**src/rtl/cosim_run_ctrl_if.sv**
```systemverilog
// Host-side bundle of the co-simulation run controller: configuration, DUT
// activity, DUT control and the finish-request handshake.
interface cosim_run_ctrl_if;
  localparam int unsigned CNT_W  = 64;
  localparam int unsigned WORD_W = 32;

  logic              cfg_valid;
  logic [CNT_W-1:0]  cfg_max_cycles;
  logic [WORD_W-1:0] cfg_watchdog;
  logic [CNT_W-1:0]  cfg_trace_start;
  logic [CNT_W-1:0]  cfg_trace_end;
  logic              cfg_ready;
  logic              retire_valid;
  logic              exit_valid;
  logic [WORD_W-1:0] exit_code;
  logic              dut_reset;
  logic              trace_en;
  logic [CNT_W-1:0]  cycle_count;
  logic              quit_valid;
  logic [1:0]        quit_cause;
  logic [WORD_W-1:0] quit_code;
  logic              quit_ready;
  logic              done;

  modport master (
    output cfg_valid, cfg_max_cycles, cfg_watchdog, cfg_trace_start, cfg_trace_end,
    output retire_valid, exit_valid, exit_code, quit_ready,
    input  cfg_ready, dut_reset, trace_en, cycle_count,
    input  quit_valid, quit_cause, quit_code, done
  );

  modport slave (
    input  cfg_valid, cfg_max_cycles, cfg_watchdog, cfg_trace_start, cfg_trace_end,
    input  retire_valid, exit_valid, exit_code, quit_ready,
    output cfg_ready, dut_reset, trace_en, cycle_count,
    output quit_valid, quit_cause, quit_code, done
  );
endinterface

```
**src/rtl/cosim_run_ctrl.sv**
```systemverilog
// Co-simulation run controller: holds the DUT in reset after configuration,
// runs it until exit, watchdog or cycle limit, then hands a finish request out.
module cosim_run_ctrl #(
  parameter int unsigned RESET_CYCLES = 5
) (
  input logic             clock,
  input logic             reset,
  cosim_run_ctrl_if.slave bus
);
  localparam int unsigned CNT_W  = 64;
  localparam int unsigned WORD_W = 32;
  localparam int unsigned HOLD_W = 8;

  typedef enum logic [2:0] {
    IDLE = 3'd0,
    HOLD = 3'd1,
    RUN  = 3'd2,
    QUIT = 3'd3,
    DONE = 3'd4
  } state_t;

  state_t            state;
  logic [CNT_W-1:0]  max_cycles_q;
  logic [CNT_W-1:0]  trace_start_q;
  logic [CNT_W-1:0]  trace_end_q;
  logic [WORD_W-1:0] watchdog_q;
  logic [WORD_W-1:0] idle_cnt;
  logic [HOLD_W-1:0] hold_cnt;

  logic              exit_fire;
  logic              wd_fire;
  logic              lim_fire;
  logic [CNT_W-1:0]  count_inc;
  logic [CNT_W-1:0]  trace_cnt;
  logic [WORD_W-1:0] idle_nxt;
  logic              trace_nxt;

  // Fire detection and next-cycle counter values for the RUN state
  always_comb begin
    count_inc = bus.cycle_count + CNT_W'(1);
    exit_fire = (state == RUN) && bus.exit_valid;
    wd_fire   = (state == RUN) && (watchdog_q != '0) && (idle_cnt == watchdog_q)
                && !bus.retire_valid;
    lim_fire  = (state == RUN) && (max_cycles_q != '0) && (count_inc == max_cycles_q);
    if (bus.retire_valid)
      idle_nxt = '0;
    else if (&idle_cnt)
      idle_nxt = idle_cnt;
    else
      idle_nxt = idle_cnt + WORD_W'(1);
    // trace_en is registered, so it is judged on the count the next cycle will show
    trace_cnt = (state == RUN) ? count_inc : '0;
    trace_nxt = (trace_start_q <= trace_cnt) && (trace_cnt < trace_end_q);
  end

  always_ff @(posedge clock) begin
    if (reset) begin
      state           <= IDLE;
      max_cycles_q    <= '0;
      trace_start_q   <= '0;
      trace_end_q     <= '0;
      watchdog_q      <= '0;
      idle_cnt        <= '0;
      hold_cnt        <= '0;
      bus.cfg_ready   <= 1'b1;
      bus.dut_reset   <= 1'b1;
      bus.trace_en    <= 1'b0;
      bus.cycle_count <= '0;
      bus.quit_valid  <= 1'b0;
      bus.quit_cause  <= 2'd0;
      bus.quit_code   <= '0;
      bus.done        <= 1'b0;
    end else begin
      case (state)
        IDLE: begin
          if (bus.cfg_valid) begin
            max_cycles_q    <= bus.cfg_max_cycles;
            watchdog_q      <= bus.cfg_watchdog;
            trace_start_q   <= bus.cfg_trace_start;
            trace_end_q     <= bus.cfg_trace_end;
            hold_cnt        <= '0;
            bus.cycle_count <= '0;
            bus.cfg_ready   <= 1'b0;
            state           <= HOLD;
          end
        end
        HOLD: begin
          if (hold_cnt == HOLD_W'(RESET_CYCLES - 1)) begin
            idle_cnt        <= '0;
            bus.cycle_count <= '0;
            bus.dut_reset   <= 1'b0;
            bus.trace_en    <= trace_nxt;
            state           <= RUN;
          end else begin
            hold_cnt <= hold_cnt + HOLD_W'(1);
          end
        end
        RUN: begin
          bus.cycle_count <= count_inc;
          idle_cnt        <= idle_nxt;
          if (exit_fire || wd_fire || lim_fire) begin
            bus.trace_en   <= 1'b0;
            bus.quit_valid <= 1'b1;
            state          <= QUIT;
            // exit outranks watchdog, which outranks the cycle limit
            if (exit_fire) begin
              bus.quit_cause <= 2'd0;
              bus.quit_code  <= bus.exit_code;
            end else if (wd_fire) begin
              bus.quit_cause <= 2'd1;
              bus.quit_code  <= bus.cycle_count[WORD_W-1:0];
            end else begin
              bus.quit_cause <= 2'd2;
              bus.quit_code  <= bus.cycle_count[WORD_W-1:0];
            end
          end else begin
            bus.trace_en <= trace_nxt;
          end
        end
        QUIT: begin
          if (bus.quit_ready) begin
            bus.quit_valid <= 1'b0;
            bus.done       <= 1'b1;
            state          <= DONE;
          end
        end
        DONE: begin
          state <= DONE;
        end
        default: begin
          state <= IDLE;
        end
      endcase
    end
  end
endmodule

```
**src/flat_wrapper.sv**
```systemverilog
// flat-port wrapper written by rule: the top's interface ports become plain ports
module cosim_run_ctrl_flat 
#(
  parameter int unsigned RESET_CYCLES = 5
)
  (clock, reset, bus_cfg_valid, bus_cfg_max_cycles, bus_cfg_watchdog, bus_cfg_trace_start, bus_cfg_trace_end, bus_retire_valid, bus_exit_valid, bus_exit_code, bus_quit_ready, bus_cfg_ready, bus_dut_reset, bus_trace_en, bus_cycle_count, bus_quit_valid, bus_quit_cause, bus_quit_code, bus_done);
  cosim_run_ctrl_if bus_i ();
  input logic clock;
  input logic reset;
  input wire logic [$bits(bus_i.cfg_valid)-1:0] bus_cfg_valid;
  input wire logic [$bits(bus_i.cfg_max_cycles)-1:0] bus_cfg_max_cycles;
  input wire logic [$bits(bus_i.cfg_watchdog)-1:0] bus_cfg_watchdog;
  input wire logic [$bits(bus_i.cfg_trace_start)-1:0] bus_cfg_trace_start;
  input wire logic [$bits(bus_i.cfg_trace_end)-1:0] bus_cfg_trace_end;
  input wire logic [$bits(bus_i.retire_valid)-1:0] bus_retire_valid;
  input wire logic [$bits(bus_i.exit_valid)-1:0] bus_exit_valid;
  input wire logic [$bits(bus_i.exit_code)-1:0] bus_exit_code;
  input wire logic [$bits(bus_i.quit_ready)-1:0] bus_quit_ready;
  output wire logic [$bits(bus_i.cfg_ready)-1:0] bus_cfg_ready;
  output wire logic [$bits(bus_i.dut_reset)-1:0] bus_dut_reset;
  output wire logic [$bits(bus_i.trace_en)-1:0] bus_trace_en;
  output wire logic [$bits(bus_i.cycle_count)-1:0] bus_cycle_count;
  output wire logic [$bits(bus_i.quit_valid)-1:0] bus_quit_valid;
  output wire logic [$bits(bus_i.quit_cause)-1:0] bus_quit_cause;
  output wire logic [$bits(bus_i.quit_code)-1:0] bus_quit_code;
  output wire logic [$bits(bus_i.done)-1:0] bus_done;
  assign bus_i.cfg_valid = bus_cfg_valid;
  assign bus_i.cfg_max_cycles = bus_cfg_max_cycles;
  assign bus_i.cfg_watchdog = bus_cfg_watchdog;
  assign bus_i.cfg_trace_start = bus_cfg_trace_start;
  assign bus_i.cfg_trace_end = bus_cfg_trace_end;
  assign bus_i.retire_valid = bus_retire_valid;
  assign bus_i.exit_valid = bus_exit_valid;
  assign bus_i.exit_code = bus_exit_code;
  assign bus_i.quit_ready = bus_quit_ready;
  assign bus_cfg_ready = bus_i.cfg_ready;
  assign bus_dut_reset = bus_i.dut_reset;
  assign bus_trace_en = bus_i.trace_en;
  assign bus_cycle_count = bus_i.cycle_count;
  assign bus_quit_valid = bus_i.quit_valid;
  assign bus_quit_cause = bus_i.quit_cause;
  assign bus_quit_code = bus_i.quit_code;
  assign bus_done = bus_i.done;
  cosim_run_ctrl #(.RESET_CYCLES(RESET_CYCLES)) u_core (.clock(clock), .reset(reset), .bus(bus_i));
endmodule
```
**config.mk**
```make
export PLATFORM = sky130hd
export DESIGN_NAME = cosim_run_ctrl_flat
export DESIGN_NICKNAME = d
export VERILOG_FILES = /design/src/rtl/cosim_run_ctrl_if.sv /design/src/rtl/cosim_run_ctrl.sv /design/src/flat_wrapper.sv
export SDC_FILE = /design/constraint.sdc
export NUM_CORES = 1
export LEC_CHECK = 0
export CORE_MARGIN = 10
export CORE_UTILIZATION = 35
export CTS_CLUSTER_DIAMETER = 40
export DETAILED_ROUTE_END_ITERATION = 10
export PLACE_DENSITY_LB_ADDON = 0.2
export SLEW_MARGIN = 40
export SYNTH_ARGS = -nofsm -noshare
export SYNTH_HDL_FRONTEND = slang
export SYNTH_SLANG_ARGS = --single-unit
```
**constraint.sdc**
```tcl
create_clock -name clock -period 5.1 [get_ports clock]
set_input_delay 1.02 -clock clock [delete_from_list [all_inputs] [get_ports clock]]
set_output_delay 1.02 -clock clock [all_outputs]
set_load 0.005 [all_outputs]
```
Yosys cells after proc, flatten, opt, wreduce, memory -nomap -nowiden:

Cells that the tools add are included.

* add/subtract/negate cells: 3
* magnitude comparators: 2
* mux-type cells: 25
* bitwise gates (word level): 0
* shift operators: 0
* divide/modulo/power cells: 0
* eq/ne operators: 13
* reductions and logical operators: 28
* $mul: 0

Operator list (number)
* 64-bit two-way mux: 3
* 64-bit case mux with 3 select lines: 1
* 32-bit two-way mux: 4
* 64-bit by 1-bit adder with 64-bit output (second input constant): 1
* 64-bit == test: 1
* 64-bit less-or-equal comparator: 1
* 64-bit < comparator: 1
* 32-bit case mux with 2 select lines: 1
* 64-bit nonzero test: 1
* 32-bit by 1-bit adder with 32-bit output (second input constant): 1
* 32-bit == test: 1
* 32-bit AND reduction: 1
* 32-bit nonzero test: 1
* 8-bit two-way mux: 2
* 8-bit case mux with 2 select lines: 1
* 3-bit case mux with 5 select lines: 1
* 3-bit two-way mux: 4
* 3-bit AND reduction: 4
* 2-bit AND reduction: 5
* 8-bit by 1-bit adder with 8-bit output (second input constant): 1
* 8-bit by 3-bit == test with 1-bit output (second input constant): 1
* 2-bit != test (second input constant): 4
* 1-bit logical AND: 7
* 3-bit by 2-bit == test with 1-bit output (second input constant): 2
* 13 further kinds: 21

* latch bits: 0
* memories: 0
* bits in writable memories: 0
* register bits: 370
* bits in read-only memories: 0
* output and inout port bits: 103
* input bits: 262

Longest topological paths before layout:

* word-level depth: 8
* depth in mapped cells: 20
* gate-level depth less buffers: 19

Worst setup path after synthesis:

No wires, ideal clock.

* path kind: reg-to-reg
* start point: register u_core.bus.cycle_count[1]
* end point: register u_core.bus.trace_en
* arrival: 4385 ps
* library setup time: 101 ps
* period minus slack after synthesis: 4486 ps
* slack: 614 ps
* required time: 4999 ps
* cell stages (with the launch flop): 18
* path through: dfxtp_1 ha_1 nand3_1 or3_1 or4_1 buf_2 nor4_1 xor2_1 nand2_1 ha_1 nand4_1 or2_2 nor3_1 nand4_1 or3_1 nor4_1 a21oi_1 o41ai_1

* word-level cells in the longest chain between the ends: 6
* elaborated cells on any way between the ends: 11

RTL lines
* from (decl): RTL line cosim_run_ctrl_if.sv:35 `output cfg_ready, dut_reset, trace_en, cycle_count,`
* from (signal assigned): RTL line cosim_run_ctrl.sv:99 `bus.cycle_count <= count_inc;`
* 64-bit by 1-bit adder with 64-bit output *: RTL line cosim_run_ctrl.sv:40 `count_inc = bus.cycle_count + CNT_W'(1);`
* 64-bit two-way mux / 64-bit == test (equally long branches): RTL line cosim_run_ctrl.sv:52, cosim_run_ctrl.sv:44
* 64-bit less-or-equal comparator (tied with other cells): RTL line cosim_run_ctrl.sv:53 `trace_nxt = (trace_start_q <= trace_cnt) && (trace_cnt < trace_end_q);`
* 1-bit logical AND / 1-bit logical OR (equally long branches): RTL line cosim_run_ctrl.sv:53, cosim_run_ctrl.sv:101
* 1-bit two-way mux, on equally long branches: RTL line cosim_run_ctrl.sv:101, cosim_run_ctrl.sv:88
* 1-bit case mux with 2 select lines *: RTL line cosim_run_ctrl.sv:74 `case (state)`
* to (signal assigned): RTL line cosim_run_ctrl.sv:92 `bus.trace_en <= trace_nxt;`
* to (signal assigned): RTL line cosim_run_ctrl.sv:117 `bus.trace_en <= trace_nxt;`
* to (decl): RTL line cosim_run_ctrl_if.sv:35

Mark *: on every way between the ends. The rest lies on a longest branch, timed or not. The select of a mux whose other input is x is not followed.
A chain may end at the register's enable or synchronous reset.

Final worst setup path:

* start point: register u_core.bus.cycle_count[41]
* end point: register u_core.state[0]

* word-level cells in the longest chain between the ends: 6

RTL lines
* 64-bit by 1-bit adder with 64-bit output: RTL line cosim_run_ctrl.sv:40
* 64-bit == test: RTL line cosim_run_ctrl.sv:44 `lim_fire = (state == RUN) && (max_cycles_q != '0) && (count_inc == max_cycles_q);`
* 1-bit logical AND: RTL line cosim_run_ctrl.sv:44
* 1-bit logical OR: RTL line cosim_run_ctrl.sv:101 `if (exit_fire || wd_fire || lim_fire) begin`
* 2-bit != test (no source line)
* 4-bit AND reduction (no source line)
* to (signal assigned): RTL line cosim_run_ctrl.sv:58 `state <= IDLE;`
* to (signal assigned): RTL line cosim_run_ctrl.sv:104 `state <= QUIT;`
* to (signal assigned): RTL line cosim_run_ctrl.sv:124 `state <= DONE;`
* to (decl): RTL line cosim_run_ctrl.sv:22 `state_t state;`

Every way passes these cells.

==> results.toml <==
[outcome]
status = "completed"

[synthesis]
synth_enable_flop_cells = 0
synth_cells = 2798
ys_seq_elements = 370
synth_top_area_frac = 0.350
syn_area_per_cell_um2 = 7.56
synth_nets = 3189
synth_area_um2 = 21100
synthArstFlopShare = 0
synth-warning-count = 0
synth_ff_type = "dfxtp_1"
synth_cell_type_count = 76
yosysMostFrequentCell = "nand2_1"
synth_top_area_cell = "dfxtp_1"
yosysSeqAreaShare = 0.350
yosys-top-cells-area = "dfxtp_1 (35%), nand2_1 (11%), a21oi_1 (8.5%)"
synth_common_cells = "nand2_1 (611), dfxtp_1 (370), a21oi_1 (361), inv_1 (147), clkbuf_1 (138)"

[grt]
grt_pass1_wl_um = 135000
grt_usage = 0.247
grt-ovfl-total = 0
grt_pass1_vias = 21600
use_met1 = 0.328
antenna_found_initial = 2
grt_util_met3 = 0.0465
grt-busiest-layer = "met2"
grt_max_degree = 190
global_route.usage.met2 = 0.406

[setup_path]
crit_type = "reg -> reg"
startpoint_type = "flop"
end_kind = "flop"
regToRegEndpoint = "u_core.state[0]"
r2r-start = "u_core.bus.cycle_count[41]"
path_max_fanout = 10
arrival_ns = 5.43
rr_worst_depth = 11
rrSetupSlack_ns = 0.20
critPathLaunch = "u_core.bus.cycle_count[41]"
cp.required_ns = 5.63

[job]
maxCapViolations = 0

[floorplanning]
start_util = 0.352
die_area_um2 = 70600
fp.coreArea_um2 = 60100
die_h_um = 266
rows = 90
die_w_um = 266
io-pin-count = 365

[clock_network]
cts_buffers = 71
cts.clk_slew.worst_paths_ns = 0.06
cts-root-buf = "clkbuf_16"
cts_tree = "built"
clock-sinks = 370
clk-insertion-delay-late_ns = 0.62
cts_hold_buf = 0
htreeDepth = 3
cts_buffer_depth = 3

[cells_and_area]
nets = 3574
post-route-util = 0.481
fill_cells = 5976
diodes = 0
area_growth_pct = 36.8
multi_input_area_um2 = 12500
regArea_um2 = 7410
instances_no_fill = 4023
drive_above_1_share = 0.0963
final_area_um2 = 28900

[detailed_routing]
drt_iter0_markers = 1545
vias_per_cell = 5.34
detail_route.wl_per_cell_um = 22.4
num_vias = 21500
ant_nets = 0
drt_pre_antenna_iters = 5
remaining_drc_errors = 0
totalWireLength_um = 90200

[power_and_ir_drop]
clockPowerShare = 0.560
p_int_mw = 6.85
switchingPower_mw = 2.35
vdd_drop_max_mv = 0.216
power_frac_comb = 0.100
seq_power_share = 0.340
swShare = 0.255
p_leak_nw = 11.4
p_per_area_nw_per_um2 = 318

[min_path]
whs_path_depth = 2
hold_end = "u_core.trace_end_q[27]"
worstHoldPathType = "reg -> reg"
worstHoldStart = "u_core.trace_end_q[27]"

[timing]
layout_min_cycle_time_ns = 4.90
worst_pin_slew_ns = 0.873
setup_viol = 0
worst_slack_ns = 0.201
tns_ns = 0
hold_viol = 0
clock_skew_ns = 0.0194
finalMaxSlewViolations = 0
fin_crit_sh = 0.961
fmax_mhz = 204
slew_headroom = 0.412

[placed_design]
dp_hpwl_um = 71200
port-buffer-count = 364
dp_cells = 3890
place_ws_ns = 0.0644
dpl_cell_area_um2 = 26200
gp_congestion = 0.954
[layout by cell type, fill, tap and decap left out, types with 57 or more instances in the layout]
cell	instances
nand3_1	57
dfxtp_1	370
nand2_1	611
ha_1	129
nor2_1	131
buf_4	126
xor2_1	70
inv_1	147
clkdlybuf4s50_1	363
nor3_1	77
clkbuf_16	73
a21oi_1	361
nor4_1	63
nand4_1	84
xnor2_1	84
[power by group through the flow]
| stage | registers, mW | logic (mW) | clock network (mW) |
|---|---|---|---|
| after CTS | 3.12 | 0.922 | 5.23 |
| after global routing | 3.14 | 1.02 | 5.36 |
| final | 3.13 | 0.921 | 5.15 |
| after detailed placement | 3.18 | 0.916 | 0 |
| after global placement | 3.18 | 0.907 | 0 |
| after floorplan | 3.13 | 0.493 | 0 |
[state kept, by name (all words and copies together), names as in the netlist, 2 cells and up]
register                count
u_core.watchdog_q          32
u_core.hold_cnt             8
u_core.max_cycles_q        64
u_core.state                3
u_core.idle_cnt            32
u_core.trace_start_q       64
u_core.bus.cycle_count     64
u_core.bus.quit_code       32
u_core.bus.quit_cause       2
u_core.trace_end_q         64
[repair_timing]
item | 4_1_cts | 5_1_grt
setup endpoints to repair | 0 | 34
gates resized for setup | 0 | 13
setup buffers | 0 | 1
[final cells by class]
| cell class | instances | share of cell area |
|---|---|---|
| clock buffers | 84 | 0.0663 |
| clock inverters | 47 | 0.0244 |
| inverters | 147 | 0.0191 |
| multi-input cells | 2093 | 0.434 |
| flip-flops and latches | 370 | 0.256 |
| well taps | 782 | 0.0338 |
| repair buffers | 500 | 0.166 |
[through the flow]
step | hold slack (ns) | power [mW]
detailed placement | 0.446 | 4.10
global route | 0.470 | 9.51
CTS | 0.454 | 9.28
floorplan | 0.436 | 3.62
finish | 0.452 | 9.20
global placement | 0.435 | 4.09
[cell families (layout without fill, tap and decap cells)]
kind of cell / Yosys count / count (layout) / share of synthesized area
AND/OR/NAND/NOR: 1203 / 1203 / 0.267
AO/OA/AOI/OAI: 561 / 561 / 0.155
XOR/XNOR: 160 / 160 / 0.0704
flip-flops: 370 / 370 / 0.350
adder cells (fa/ha/maj): 131 / 131 / 0.0773
multiplexers: 38 / 38 / 0.0181
buffers and inverters: 335 / 778 / 0.0620
[critical path, stage by stage, from the launching register on]
cell and delay [ns]:
dfxtp_1 0.60, nand4_1 0.33, buf_4 0.27, nor4_1 0.51
a21oi_1 0.28, nor4_2 0.42, o221ai_1 0.27, or4_1 0.51
or4_1 0.56, or4_4 0.47, a311o_1 0.38, a211oi_2 0.21
[worst max-delay path by stage]
stage | to | cells after the start
after floorplan | u_core.bus.trace_en | 17
after global placement | u_core.bus.quit_code[8] | 12
after detailed placement | u_core.bus.trace_en | 19
final | u_core.state[0] | 11
after global routing | u_core.bus.trace_en | 17
after CTS | u_core.bus.trace_en | 19
[routing by layer]
layer / routed length (µm) / vias to the layer above / part of all wire
li1: - / 10400 / -
met1: 41000 / 10300 / 0.46
met2: 41900 / 616 / 0.46
met3: 5390 / 123 / 0.060
met4: 1860 / 4 / 0.021
met5: 27 / - / 0.00030
(Power assumes the default switching activity.)
